### src/rtl/intr_pkg.sv
// Shared definitions for the interrupt acknowledge sequencer: FSM encoding,
// controller register selects and vector id width.
package intr_pkg;

    typedef enum logic [2:0] {
        ST_IDLE    = 3'd0,
        ST_QUAL    = 3'd1,
        ST_ACK     = 3'd2,
        ST_WAIT    = 3'd3,
        ST_CAPT    = 3'd4,
        ST_SERVICE = 3'd5,
        ST_SWRD    = 3'd6
    } state_e;

    localparam logic [1:0] SEL_VEC = 2'b00;
    localparam logic [1:0] SEL_IRR = 2'b01;
    localparam logic [1:0] SEL_IMR = 2'b10;
    localparam logic [1:0] SEL_ISR = 2'b11;

    localparam int VEC_ID_W = 5;

endpackage

### src/rtl/intr_req_qualifier.sv
// Debounces int_req: counts consecutive high cycles while qualifying and
// flags a spurious request when int_req drops before it is acknowledged.
module intr_req_qualifier #(
    parameter int REQ_STABLE = 2
) (
    input  logic clk_i,
    input  logic rst_ni,
    input  logic start_i,
    input  logic active_i,
    input  logic int_req_i,
    input  logic cpu_ie_i,
    output logic qual_done_o,
    output logic spurious_o
);

    localparam logic [3:0] LAST = 4'(REQ_STABLE - 1);

    logic [3:0] cnt_q, cnt_d;
    logic       spur_q, spur_d;

    always_comb begin
        cnt_d  = cnt_q;
        spur_d = active_i & ~int_req_i;
        if (start_i) begin
            cnt_d = 4'd0;
        end else if (active_i && int_req_i && cpu_ie_i) begin
            cnt_d = cnt_q + 4'd1;
        end
    end

    always_ff @(posedge clk_i or negedge rst_ni) begin
        if (!rst_ni) begin
            cnt_q  <= 4'd0;
            spur_q <= 1'b0;
        end else begin
            cnt_q  <= cnt_d;
            spur_q <= spur_d;
        end
    end

    // The cycle that completes REQ_STABLE high samples is the one that hands off to ACK.
    assign qual_done_o = active_i & int_req_i & cpu_ie_i & (cnt_q >= LAST);
    assign spurious_o  = spur_q;

endmodule

### src/rtl/intr_ack_sequencer.sv
// Processor-side interrupt acknowledge sequencer: qualifies int_req, runs the
// ack/vector-read handshake, tracks service until eoi and shares the read path
// with software status reads.
module intr_ack_sequencer
    import intr_pkg::*;
#(
    parameter int REQ_STABLE  = 2,
    parameter int VEC_LAT     = 1,
    parameter int ACK_TIMEOUT = 16
) (
    input  logic        clk,
    input  logic        reset,
    input  logic        int_req,
    input  logic [31:0] data_bus,
    input  logic        cpu_ie,
    input  logic        eoi,
    input  logic        sw_rd_req,
    input  logic [1:0]  sw_sel,
    output logic        int_ack,
    output logic        read,
    output logic [1:0]  s,
    output logic        vec_valid,
    output logic [31:0] vector,
    output logic        in_service,
    output logic [31:0] sw_rd_data,
    output logic        sw_rd_valid,
    output logic        spurious,
    output logic        svc_timeout,
    output logic [15:0] svc_count
);

    localparam int              TW       = $clog2(ACK_TIMEOUT + 1);
    localparam logic [TW-1:0]   TO_MAX   = TW'(ACK_TIMEOUT);
    localparam logic [TW-1:0]   TO_LAST  = TW'(ACK_TIMEOUT - 1);
    localparam logic [2:0]      LAT_LAST = 3'(VEC_LAT - 1);

    state_e        state_q, state_d;
    logic [2:0]    lat_q, lat_d;
    logic [TW-1:0] cyc_q, cyc_d;
    logic [31:0]   vector_q, vector_d;
    logic [31:0]   swdata_q, swdata_d;
    logic [15:0]   count_q, count_d;
    logic          vv_q, vv_d;
    logic          insvc_q, insvc_d;
    logic          swvld_q, swvld_d;
    logic          tmo_q, tmo_d;
    logic          qual_start, qual_done;

    intr_req_qualifier #(.REQ_STABLE(REQ_STABLE)) u_qual (
        .clk_i       (clk),
        .rst_ni      (reset),
        .start_i     (qual_start),
        .active_i    (state_q == ST_QUAL),
        .int_req_i   (int_req),
        .cpu_ie_i    (cpu_ie),
        .qual_done_o (qual_done),
        .spurious_o  (spurious)
    );

    always_comb begin
        state_d    = state_q;
        lat_d      = lat_q;
        cyc_d      = cyc_q;
        vector_d   = vector_q;
        swdata_d   = swdata_q;
        count_d    = count_q;
        vv_d       = 1'b0;
        swvld_d    = 1'b0;
        insvc_d    = insvc_q;
        tmo_d      = tmo_q;
        qual_start = 1'b0;
        int_ack    = 1'b0;
        read       = 1'b0;
        s          = SEL_VEC;
        unique case (state_q)
            ST_IDLE: begin
                // The requester sees sw_rd_valid this cycle and is still dropping its request.
                if (sw_rd_req && !swvld_q) begin
                    state_d = ST_SWRD;
                end else if (int_req && cpu_ie) begin
                    state_d    = ST_QUAL;
                    qual_start = 1'b1;
                end
            end
            ST_QUAL: begin
                if (!int_req || !cpu_ie) state_d = ST_IDLE;
                else if (qual_done)      state_d = ST_ACK;
            end
            ST_ACK: begin
                int_ack = 1'b1;
                lat_d   = 3'd0;
                state_d = ST_WAIT;
            end
            ST_WAIT: begin
                read = 1'b1;
                if (lat_q >= LAT_LAST) state_d = ST_CAPT;
                else                   lat_d   = lat_q + 3'd1;
            end
            ST_CAPT: begin
                read     = 1'b1;
                vector_d = data_bus;
                vv_d     = 1'b1;
                insvc_d  = 1'b1;
                count_d  = count_q + 16'd1;
                cyc_d    = '0;
                state_d  = ST_SERVICE;
            end
            ST_SERVICE: begin
                if (eoi) begin
                    insvc_d = 1'b0;
                    tmo_d   = 1'b0;
                    state_d = ST_IDLE;
                end else begin
                    if (cyc_q != TO_MAX)  cyc_d = cyc_q + 1'b1;
                    if (cyc_q >= TO_LAST) tmo_d = 1'b1;
                end
            end
            ST_SWRD: begin
                read     = 1'b1;
                s        = sw_sel;
                swdata_d = data_bus;
                swvld_d  = 1'b1;
                state_d  = ST_IDLE;
            end
            default: state_d = ST_IDLE;
        endcase
    end

    always_ff @(posedge clk or negedge reset) begin
        if (!reset) begin
            state_q  <= ST_IDLE;
            lat_q    <= 3'd0;
            cyc_q    <= '0;
            vector_q <= 32'd0;
            swdata_q <= 32'd0;
            count_q  <= 16'd0;
            vv_q     <= 1'b0;
            insvc_q  <= 1'b0;
            swvld_q  <= 1'b0;
            tmo_q    <= 1'b0;
        end else begin
            state_q  <= state_d;
            lat_q    <= lat_d;
            cyc_q    <= cyc_d;
            vector_q <= vector_d;
            swdata_q <= swdata_d;
            count_q  <= count_d;
            vv_q     <= vv_d;
            insvc_q  <= insvc_d;
            swvld_q  <= swvld_d;
            tmo_q    <= tmo_d;
        end
    end

    assign vec_valid   = vv_q;
    assign vector      = vector_q;
    assign in_service  = insvc_q;
    assign sw_rd_data  = swdata_q;
    assign sw_rd_valid = swvld_q;
    assign svc_timeout = tmo_q;
    assign svc_count   = count_q;

endmodule

### config.mk
export PLATFORM = sky130hd
export DESIGN_NAME = intr_ack_sequencer
export DESIGN_NICKNAME = d
export VERILOG_FILES = /design/src/rtl/intr_pkg.sv /design/src/rtl/intr_req_qualifier.sv /design/src/rtl/intr_ack_sequencer.sv
export SDC_FILE = /design/constraint.sdc
export NUM_CORES = 1
export LEC_CHECK = 0
export ABC_AREA = 0
export ABC_CLOCK_PERIOD_IN_PS = 2300
export CELL_PAD_IN_SITES_DETAIL_PLACEMENT = 1
export CELL_PAD_IN_SITES_GLOBAL_PLACEMENT = 2
export CORE_ASPECT_RATIO = 1.5
export CORE_MARGIN = 4
export CORE_UTILIZATION = 27
export CTS_BUF_LIST = sky130_fd_sc_hd__clkbuf_16
export DETAILED_ROUTE_END_ITERATION = 8
export GPL_TIMING_DRIVEN = 1
export PLACE_DENSITY_LB_ADDON = 0.05
export SYNTH_ARGS = -nofsm -noshare
export SYNTH_HDL_FRONTEND = slang
export SYNTH_HIERARCHICAL = 1
export SYNTH_SLANG_ARGS = --single-unit
### constraint.sdc
create_clock -name clk -period 2.3 [get_ports clk]
set_input_delay 0.575 -clock clk [delete_from_list [all_inputs] [get_ports clk]]
set_output_delay 0.575 -clock clk [all_outputs]
set_load 0.005 [all_outputs]
Word level (Yosys, flattened, before mapping)
Cells that the tools add are included.
Storage, ports and cells
  bits in registers: 100
Operators by class
  order comparisons: 3
  add/subtract/negate cells: 4
  bitwise logic cells: 5
  equal/unequal tests: 14
  reduce and logical (&&, ||, !) cells: 19
  muxes and demuxes: 26
Operators with widths (number)
  $mux W3: 7
  $pmux W3 S6: 1
  $add A16 B1 Y16 const B: 1
  $mux W1: 10
  $mux W5: 2
  $ne A2 B2 Y1 const B: 5
  $pmux W5 S2: 1
  $eq A3 B3 Y1 const B: 3
  $mux W4: 2
  $reduce_bool A2 Y1: 4
  $eq A3 B2 Y1 const B: 2
  $ne A3 B3 Y1 const B: 2
  $pmux W3 S2: 1
  $reduce_and A2 Y1: 3
  $add A5 B1 Y5 const B: 1
  $ge A5 B4 Y1 const B: 1
  $ne A5 B5 Y1 const B: 1
  $add A4 B1 Y4 const B: 1
  $and A1 B1 Y1: 4
  $ge A4 B1 Y1 const B: 1
  $logic_and A1 B1 Y1: 4
  $reduce_and A4 Y1: 1
  $add A3 B1 Y3 const B: 1
  $eq A3 B1 Y1 const B: 1
  other kinds (9): 11

Depth between registers and ports, before layout
Gate-level depths: netlist of the first run.
  word-level depth: 7
  mapped depth: 7
  gate-level depth less buffers: 6

Cells and area by module
The synthesis of the first run kept the hierarchy.
By module, submodules not included
  intr_ack_sequencer: area each 3783.6 um^2, cells an instance 408, instances 1
  intr_req_qualifier: area each 265.3 um^2, cells an instance 25, instances 1

Least setup slack after synthesis of the first run
Ideal clock, no wire load.
  path type: register to register
  start point: reg state_q[0]
  end point: reg u_qual.cnt_q[3]
  arrival time: 1.623 ns
  library setup time: 0.078 ns
  period minus slack after synthesis: 1.700 ns
  buffers on the path: 1
  path slack: 0.600 ns
  stages on the path, launching flop included: 6
  cells stage by stage: dfrtp_1 -> clkbuf_1 -> nor3b_1 -> nand3_2 -> or3_1 -> a21oi_1
On the way
  longest elaborated chain between the ends: 4
  elaborated cells on any way between the ends: 7
  those cells by class: eq/ne (1); mux (2); reduce/logical (4)
RTL lines
  start, declared: line intr_ack_sequencer.sv:37  | state_e state_q, state_d;
  start signal, assigned: line intr_ack_sequencer.sv:142  | state_q <= state_d;
  $eq A3 B1 Y1: line intr_ack_sequencer.sv:53  | .active_i (state_q == ST_QUAL),
  $logic_and A1 B1 Y1 (2 in series): line intr_req_qualifier.sv:26  | end else if (active_i && int_req_i && cpu_ie_i) begin
  $reduce_bool A2 Y1 (no line)
  end signal, assigned: line intr_req_qualifier.sv:36  | cnt_q <= cnt_d;
  end, declared: line intr_req_qualifier.sv:18  | logic [3:0] cnt_q, cnt_d;
Several ways; a longest one is shown, not always the timed one.
A chain may end at the register's enable or synchronous reset.

Worst setup path after layout of the first run
  start point: reg state_q[2]
  end point: reg count_q[11], in the netlist svc_count[11]
On the way
  longest elaborated chain between the ends: 1
RTL lines
  $eq A3 B3 Y1: line intr_ack_sequencer.sv:75  | unique case (state_q)
  end signal, assigned: line intr_ack_sequencer.sv:147  | count_q <= count_d;
  end, declared: line intr_ack_sequencer.sv:42  | logic [15:0] count_q, count_d;
Every way passes these cells.

==> flow_summary.yaml, run 1 <==
worst_setup_path:
  crit_arrival_ns: 2.25
  start_kind: "flop"
  reg2reg_depth: 6
  endpoint_kind: "flop"
  critPathKind: "reg -> reg"
  cp_max_fo: 12
  crit_required_ns: 2.53
  r2r_start: "state_q[2]"
  r2r_setup_slack_ns: 0.27
  reg2reg_to: "svc_count[11]"
global_route:
  grt_max_degree: 98
  grt_pass1_vias: 3734
  grt_pass1_wl_um: 20100
  gr-total-overflow: 0
  track_usage_pct: 15.1
  antenna_found_initial: 0
floorplanning:
  io_pins: 129
  die_h_um: 158
  num_rows: 54
  start_util_pct: 27.6
  core_um2: 14700
  die_w_um: 108
  die_area_um2: 17100
synth:
  synth_top_area_share_pct: 60.0
  async_reset_ff_share_pct: 100
  synth_area_leader_cell: "dfrtp_1"
  ys_ff_latch: 97
  synthTopCellsByArea: "dfrtp_1 60%, nand2_1 19%, xnor2_1 2.6%, ha_1 2.2%, clkbuf_1 1.1%"
  ys_seq_area_share_pct: 60.0
  yosysWarnings: 6
  synth_area_per_cell_um2: 9.35
  syn_area_um2: 4050
  ys.flop_type: "dfrtp_1"
  post_synth_num_cell_types: 43
  synth_nets: 480
  postSynthCellCount: 433
  synth_edf_count: 0
drt:
  dr.pass1.iters: 4
  drt-total-wl_um: 12300
  drt_iter0_drc: 85
  wire_per_inst_um: 16.0
  vias: 3383
  final_antenna_net_count: 0
  drc_errors: 0
  vias_per_cell: 4.38
sta:
  grt_setup_unrepaired: "false"
  fmax_mhz: 493
  slew_headroom_pct: 63.7
  maxSlewViolCount: 0
  worst_pin_slew_ns: 0.544
  finalSetupViolations: 0
  tns_ns: 0
  min_period_ns: 2.03
  finalHoldViolations: 0
  whs_ns: 0.281
  fin_worst_skew_ns: 0.0111
  period_share_pct: 88.2
job:
  drv_cap: 0
cells_and_area:
  utilization_pct: 40.7
  syn_to_final_growth_pct: 47.4
  num_antenna_cells: 0
  fillers: 1694
  design_area_um2: 5970
  nNetsFinal: 618
  drive_gt1_share_pct: 7.47
placement:
  post-dp-hpwl_um: 8470
  placed_cell_area_um2: 5590
  io_buffers: 128
  gp_congestion: 0.742
clocking:
  clkTransAtPathRegs_ns: 0.07
  clk-insertion-delay-late_ns: 0.35
  cts_root_buf: "clkbuf_16"
  cts.path.max_buffers: 2
  cts_max_level: 3
  clkSinkCount: 97
  holdBufCountCts: 0
  cts_tree: "yes"
  cts_buffers: 9
power:
  power.total_mw: 7.59
  p_per_area_nw_per_um2: 1270
  max-vdd-ir-drop_v: 0.000501
  p_leak_nw: 2.89
worst_hold_path:
  hp-class: "in -> async"
run_status:
  outcome: "finished clean"
## what timing repair did
item / CTS / global route
gates resized for setup: 3 / 6
buffers inserted: 7 / 2
setup endpoints to repair: 3 / 5
cloned: 0 / 0
## critical path, cell delays in order, from the launching register on
cell and delay, ns:
dfrtp_2 0.39, buf_4 0.13, buf_4 0.11, or3b_2 0.62, nor3_2 0.36, nand4_1 0.15
xnor2_1 0.14
## layout make-up
class	instances	area, um^2	share of cell area [%]
sequential	97	2430	40.7
multi-input combinational	309	1510	25.3
timing repair buffer	146	1450	24.3
tap	196	245	4.11
clock buffer	9	225	3.77
clock inverter	7	71.3	1.19
inverter	8	33.8	0.566
## synth_stat cells, types with 2 or more instances
| master | number |
|---|---|
| nand2_1 | 208 |
| dfrtp_1 | 97 |
| clkbuf_1 | 12 |
| nor2_1 | 12 |
| xnor2_1 | 12 |
| ha_1 | 7 |
| inv_1 | 7 |
| nand3_1 | 7 |
| o21ai_0 | 7 |
| buf_2 | 6 |
| nand4_1 | 6 |
| a21oi_1 | 5 |
| xor2_1 | 5 |
| and3_1 | 3 |
| nand3b_1 | 3 |
| a22o_1 | 2 |
| and2_1 | 2 |
| and4_1 | 2 |
| nand2b_1 | 2 |
| nor2b_1 | 2 |
| nor3b_1 | 2 |
| o21a_1 | 2 |
| o31ai_1 | 2 |
## per-layer routing
| layer | vias to the layer above | share of wire (%) | global-route usage (%) |
|---|---|---|---|
| li1 | 1651 | - | - |
| met1 | 1643 | 41 | 18.1 |
| met2 | 80 | 52 | 26.8 |
| met3 | 9 | 6.0 | 3.84 |
| met4 | 0 | 1.1 | 3.85 |
| met5 | - | 0 | 0 |
## where the power goes
part	leakage [nW]	switching (mW)	internal (mW)
clock	0.141	0.674	0.842
sequential	1.22	0.441	2.41
combinational	1.53	1.45	1.77
## logic make-up after synthesis
| family | count (synthesis) | share of synthesized area (%) |
|---|---|---|
| and+or+nand+nor | 261 | 27.6 |
| DFF | 97 | 60.0 |
| buffers and inverters | 27 | 2.69 |
| AOI/OAI and AO/OA | 23 | 3.68 |
| xor gates and xnor gates | 17 | 3.68 |
| adders and majority gates | 7 | 2.16 |
| muxes | 1 | 0.247 |
## worst max path at each step
stage | from | to | depth (start not counted)
floorplan | state_q[0] | u_qual/cnt_q[3] | 5
global placement | sw_sel[1] | s[1] | 3
detailed placement | sw_sel[1] | s[1] | 3
CTS | state_q[0] | s[1] | 4
global route | state_q[2] | svc_count[7] | 6
finish | state_q[2] | svc_count[11] | 6
## cells in the final DEF, fill, tap and decap left out, types with 2 or more instances in the layout
cell type        synthesis  routed
nor2_1                  12      12
dfrtp_2                  0       3
dlymetal6s2s_1           0       4
and2_1                   2       2
nand3b_1                 3       3
o21a_1                   2       2
and3_1                   3       3
nand3_1                  7       7
clkdlybuf4s50_1          0     123
o31ai_1                  2       2
a22o_1                   2       2
nand2_1                208     208
inv_1                    7       6
nor3b_1                  2       2
nor2b_1                  2       2
xnor2_1                 12      12
xor2_1                   5       5
buf_12                   0       2
buf_4                    0      17
clkinvlp_4               0       2
o21ai_0                  7       7
clkinv_1                 1       2
nand4_1                  6       6
clkbuf_16                0       9
ha_1                     7       7
dfrtp_1                 97      94
clkinv_4                 0       3
and4_1                   2       2
nand2b_1                 2       2
a21oi_1                  5       5
## sequential cells by signal, indices dropped and copies added, names as in the netlist
| name | count |
|---|---|
| cyc_q | 5 |
| in_service | 1 |
| state_q | 3 |
| svc_count | 16 |
| svc_timeout | 1 |
| sw_rd_data | 32 |
| sw_rd_valid | 1 |
| u_qual/cnt_q | 4 |
| u_qual/spurious_o | 1 |
| vec_valid | 1 |
| vector | 32 |
## per-stage QoR
stage          worst slack [ns]  cells
2_1_floorplan             0.600    433
3_3_place_gp             0.0936    747
3_5_place_dp             0.0950    747
4_1_cts                  0.0421    770
5_1_grt                   0.120    772
6_report                  0.272    772
Power figures use the tool's default switching activity.
==> inputs of run 2 (changes only) <==
SYNTH_HIERARCHICAL = not set   (was 1)
==> flow_summary.yaml, run 2 <==
worst_setup_path:
  endpoint_kind: "primary output"
  crit_required_ns: 1.73
  critPathKind: "reg -> out"
  start_kind: "flop"
  crit_arrival_ns: 1.67
  crit_family: "buffers and inverters"
  path_cells: "inv_2 > nand3_2 > inv_4 > and2_1 > clkdlybuf4s50_1"
  worst-path-buf-inv: 3
  crit_slowest_cell: "clkdlybuf4s50_1"
  critPathMaxStageDelay_ns: 0.50
  cp_max_fo: 5
floorplanning:
  die_area_um2: 16900
  start_util_pct: 27.5
  num_rows: 54
  die_h_um: 157
  io_pins: 129
  die_w_um: 108
  core_um2: 14600
placement:
  placed_cell_area_um2: 5540
  dp_slack_ns: 0.0713
  gp_congestion: 0.731
  io_buffers: 128
  post-dp-hpwl_um: 8720
synth:
  synthTopCellsByArea: "dfrtp_1 61%, nand2_1 20%, xnor2_1 3.5%, ha_1 2.2%, nand4_1 1.1%"
  ys.flop_type: "dfrtp_1"
  synth_nets: 479
  synth_area_leader_cell: "dfrtp_1"
  synth.top_cells.by_count: "210 x nand2_1, 97 x dfrtp_1, 16 x xnor2_1, 11 x clkbuf_1, 11 x nor2_1"
  ys_seq_area_share_pct: 60.5
  async_reset_ff_share_pct: 100
  synth_edf_count: 0
  synth_top_area_share_pct: 60.5
  ys_ff_latch: 97
  synth.most_common_cell: "nand2_1"
  syn_area_um2: 4010
  yosysWarnings: 0
  synth_area_per_cell_um2: 9.28
  postSynthCellCount: 432
  post_synth_num_cell_types: 34
sta:
  fin_worst_skew_ns: 0.00755
  worst_slack_ns: 0.0540
  period_share_pct: 97.7
  maxSlewViolCount: 0
  whs_ns: 0.172
  worst_pin_slew_ns: 0.540
  finalHoldViolations: 0
  grt_setup_unrepaired: "true"
  finalSetupViolations: 0
  slew_headroom_pct: 63.7
  fmax_mhz: 445
  min_period_ns: 2.25
clocking:
  clk-insertion-delay-late_ns: 0.34
  cts_root_buf: "clkbuf_16"
  clkTransAtPathRegs_ns: 0.07
  cts.path.max_buffers: 2
  cts_tree: "yes"
  cts_buffers: 9
  clkSinkCount: 97
  cts_max_level: 3
cells_and_area:
  fillers: 1706
  final_common_cell: "nand2_1"
  final_cell_mix: "210 x nand2_1, 126 x clkdlybuf4s50_1, 96 x dfrtp_1"
  design_area_um2: 5870
  utilization_pct: 40.2
  drive_gt1_share_pct: 6.32
  multi_input_area_um2: 1460
  syn_to_final_growth_pct: 46.4
  num_antenna_cells: 0
  seq_area_um2: 2430
  nNetsFinal: 612
global_route:
  gr-total-overflow: 0
  grt_pass1_vias: 3787
  track_usage_pct: 15.2
  antenna_found_initial: 0
  grt_pass1_wl_um: 20100
  grt_max_degree: 42
drt:
  vias_per_cell: 4.45
  wire_per_inst_um: 16.0
  vias: 3412
  dr.pass1.iters: 4
  final_antenna_net_count: 0
  drc_errors: 0
  drt_iter0_drc: 54
  drt-total-wl_um: 12200
job:
  drv_cap: 0
power:
  p_leak_nw: 2.76
  max-vdd-ir-drop_v: 0.000435
  p_per_area_nw_per_um2: 1270
worst_hold_path:
  hp-class: "in -> async"
run_status:
  outcome: "finished clean"
[run 2: stage by stage]
| step | instances | total power [mW] | setup TNS [ns] |
|---|---|---|---|
| 6_report | 766 | 7.46 | 0 |
| 2_1_floorplan | 432 | 4.10 | 0 |
| 4_1_cts | 764 | 7.65 | 0 |
| 5_1_grt | 766 | 8.12 | -0.0251 |
| 3_5_place_dp | 747 | 6.07 | 0 |
| 3_3_place_gp | 747 | 5.99 | 0 |
[run 2: per-layer routing]
metal  share of wire, %  GRT usage [%]  vias up
met2                 54           27.2       71
met1                 39           17.2     1702
met4                1.5           5.35        0
li1                   -              -     1627
met3                5.7           4.35       12
met5                  0              0        -
[run 2: final timing paths]
path | depth (start not counted) | to | startpoint | slack, ns
hold reg to reg | 1 | svc_count[15] | svc_count[15] | 0.47
max in group asynchronous | 2 | vector[18] | reset | 1.51
hold / removal | 1 | sw_rd_data[23] | reset | 0.17
setup / recovery | 5 | s[0] | state_q[0] | 0.05
setup reg to reg | 6 | svc_count[3] | state_q[2] | 0.27
min in group clk | 1 | svc_count[15] | svc_count[15] | 0.47
[run 2: what timing repair did]
| action | 4_1_cts | 5_1_grt |
|---|---|---|
| buffers inserted | 1 | 2 |
| setup endpoints to repair | 2 | 2 |
| resized for setup | 3 | 3 |
| endpoints found under the hold margin | 0 | 0 |
| hold buffers | 0 | 0 |
| pin swaps | 0 | 0 |
| cloned | 0 | 0 |
[run 2: area by class of cell]
| cell class | count | area share (%) |
|---|---|---|
| flip-flops and latches | 97 | 41.4 |
| multi-input cells | 305 | 24.9 |
| repair buffers | 142 | 23.8 |
| well taps | 196 | 4.18 |
| clock buffers | 9 | 3.84 |
| clock inverters | 7 | 1.19 |
| inverters | 10 | 0.682 |
[run 2: cell families after synthesis]
| kind of cell | share of synthesized area, % |
|---|---|
| and+or+nand+nor | 26.7 |
| DFF | 60.5 |
| buffers and inverters | 3.15 |
| AOI/OAI and AO/OA | 3.21 |
| xor gates and xnor gates | 3.93 |
| adders and majority gates | 2.18 |
| muxes | 0.250 |
[run 2: report_power, final]
group / total [mW] / internal, mW / switching (mW)
Sequential: 2.86 / 2.41 / 0.452
Clock: 1.51 / 0.842 / 0.664
Combinational: 3.09 / 1.67 / 1.42
==> inputs of run 3 (changes only) <==
CORE_MARGIN = 5   (was 4)
==> flow_summary.yaml, run 3 (synthesized netlist as in run 2, its figures left out) <==
cells_and_area:
  final_common_cell: "nand2_1"
  fillers: 1712
  seq_area_um2: 2430
  final_cell_mix: "210 x nand2_1, 124 x clkdlybuf4s50_1, 95 x dfrtp_1"
  multi_input_area_um2: 1460
  syn_to_final_growth_pct: 46.7
  num_antenna_cells: 0
  nNetsFinal: 614
  drive_gt1_share_pct: 6.64
placement:
  dp_slack_ns: 0.0600
  io_buffers: 128
  gp_congestion: 0.752
  post-dp-hpwl_um: 9040
job:
  drv_cap: 0
sta:
  period_share_pct: 94.9
  min_period_ns: 2.18
  worst_slack_ns: 0.118
  fmax_mhz: 458
  worst_pin_slew_ns: 0.546
  fin_worst_skew_ns: 0.0104
  tns_ns: 0
  maxSlewViolCount: 0
  finalSetupViolations: 0
  slew_headroom_pct: 63.3
  grt_setup_unrepaired: "false"
  finalHoldViolations: 0
floorplanning:
  die_h_um: 159
  start_util_pct: 27.5
  num_rows: 54
  die_w_um: 110
  die_area_um2: 17400
  io_pins: 129
  core_um2: 14600
drt:
  route.met3.wl_um: 825
  drt-total-wl_um: 12400
  vias_per_cell: 4.39
  wl_met2_um: 6480
  dr.pass1.iters: 4
  vias: 3371
  top_layer_used: "met4"
  wire_per_inst_um: 16.2
  drt_iter0_drc: 55
  drc_errors: 0
  final_antenna_net_count: 0
  drt-met1-wl_um: 4970
clocking:
  clk-insertion-delay-late_ns: 0.34
  cts_tree: "yes"
  cts_root_buf: "clkbuf_16"
  clkTransAtPathRegs_ns: 0.07
  cts.path.max_buffers: 2
  cts_buffers: 9
  holdBufCountCts: 0
  cts_max_level: 3
  clkSinkCount: 97
worst_setup_path:
  critPathKind: "reg -> out"
  start_kind: "flop"
  endpoint_kind: "primary output"
  crit_required_ns: 1.73
  crit_arrival_ns: 1.61
  cp_max_fo: 10
worst_hold_path:
  hp-class: "in -> async"
power:
  p_leak_nw: 2.81
  max-vdd-ir-drop_v: 0.000426
  p_per_area_nw_per_um2: 1280
global_route:
  track_usage_pct: 15.0
  gr-total-overflow: 0
  grt_pass1_wl_um: 20400
  grt_pass1_vias: 3823
  grt_max_degree: 44
  antenna_found_initial: 0
run_status:
  outcome: "finished clean"
-- run 3: critical path, cell delays in order, from the launching register on --
cell	delay, ns
dfrtp_1	0.40
buf_4	0.19
and3_1	0.16
clkdlybuf4s50_1	0.52
-- run 3: area by class of cell --
| type | instances | area share, % |
|---|---|---|
| Clock inverter | 7 | 1.06 |
| Clock buffer | 9 | 3.83 |
| Multi-Input combinational cell | 305 | 24.8 |
| Tap cell | 196 | 4.17 |
| Sequential cell | 97 | 41.3 |
| Inverter | 10 | 0.681 |
| Timing Repair Buffer | 144 | 24.1 |
-- run 3: power breakdown --
part           switching [mW]  leakage [nW]  internal [mW]
clock                   0.650         0.146          0.834
combinational            1.43          1.44           1.69
sequential              0.488          1.22           2.41
total                    2.57          2.81           4.94
-- run 3: final timing paths --
| kind | slack (ns) | endpoint | depth (start not counted) | from |
|---|---|---|---|---|
| setup / recovery | 0.12 | int_ack | 3 | state_q[1] |
| hold / removal | 0.15 | sw_rd_data[30] | 1 | reset |
| setup reg to reg | 0.28 | cyc_q[0] | 6 | state_q[2] |
| hold reg to reg | 0.47 | vector[27] | 2 | vector[27] |
| max in group asynchronous | 1.58 | sw_rd_data[21] | 2 | reset |
| min in group clk | 0.47 | vector[27] | 2 | vector[27] |
-- run 3: stage by stage --
step / cell area (um^2) / util, % / power, mW / std cells / hold WS [ns]
3_3_place_gp: 5560 / 38.1 / 6.02 / 749 / 0.457
5_1_grt: 5880 / 40.3 / 8.13 / 768 / 0.179
3_5_place_dp: 5560 / 38.1 / 6.11 / 749 / 0.464
6_report: 5880 / 40.3 / 7.50 / 768 / 0.148
2_1_floorplan: 4010 / - / 4.10 / 432 / 0.279
4_1_cts: 5860 / 40.1 / 7.67 / 766 / 0.153
-- run 3: layer usage --
layer	GRT usage [%]	vias up
li1	-	1629
met1	16.8	1654
met2	26.3	79
met3	5.11	9
met4	4.48	0
met5	0	-
-- run 3: repair_timing --
action / in CTS / in global routing
buffers inserted: 1 / 2
gates resized for setup: 4 / 4
endpoints found under the setup margin: 3 / 3
pin swaps: 0 / 0
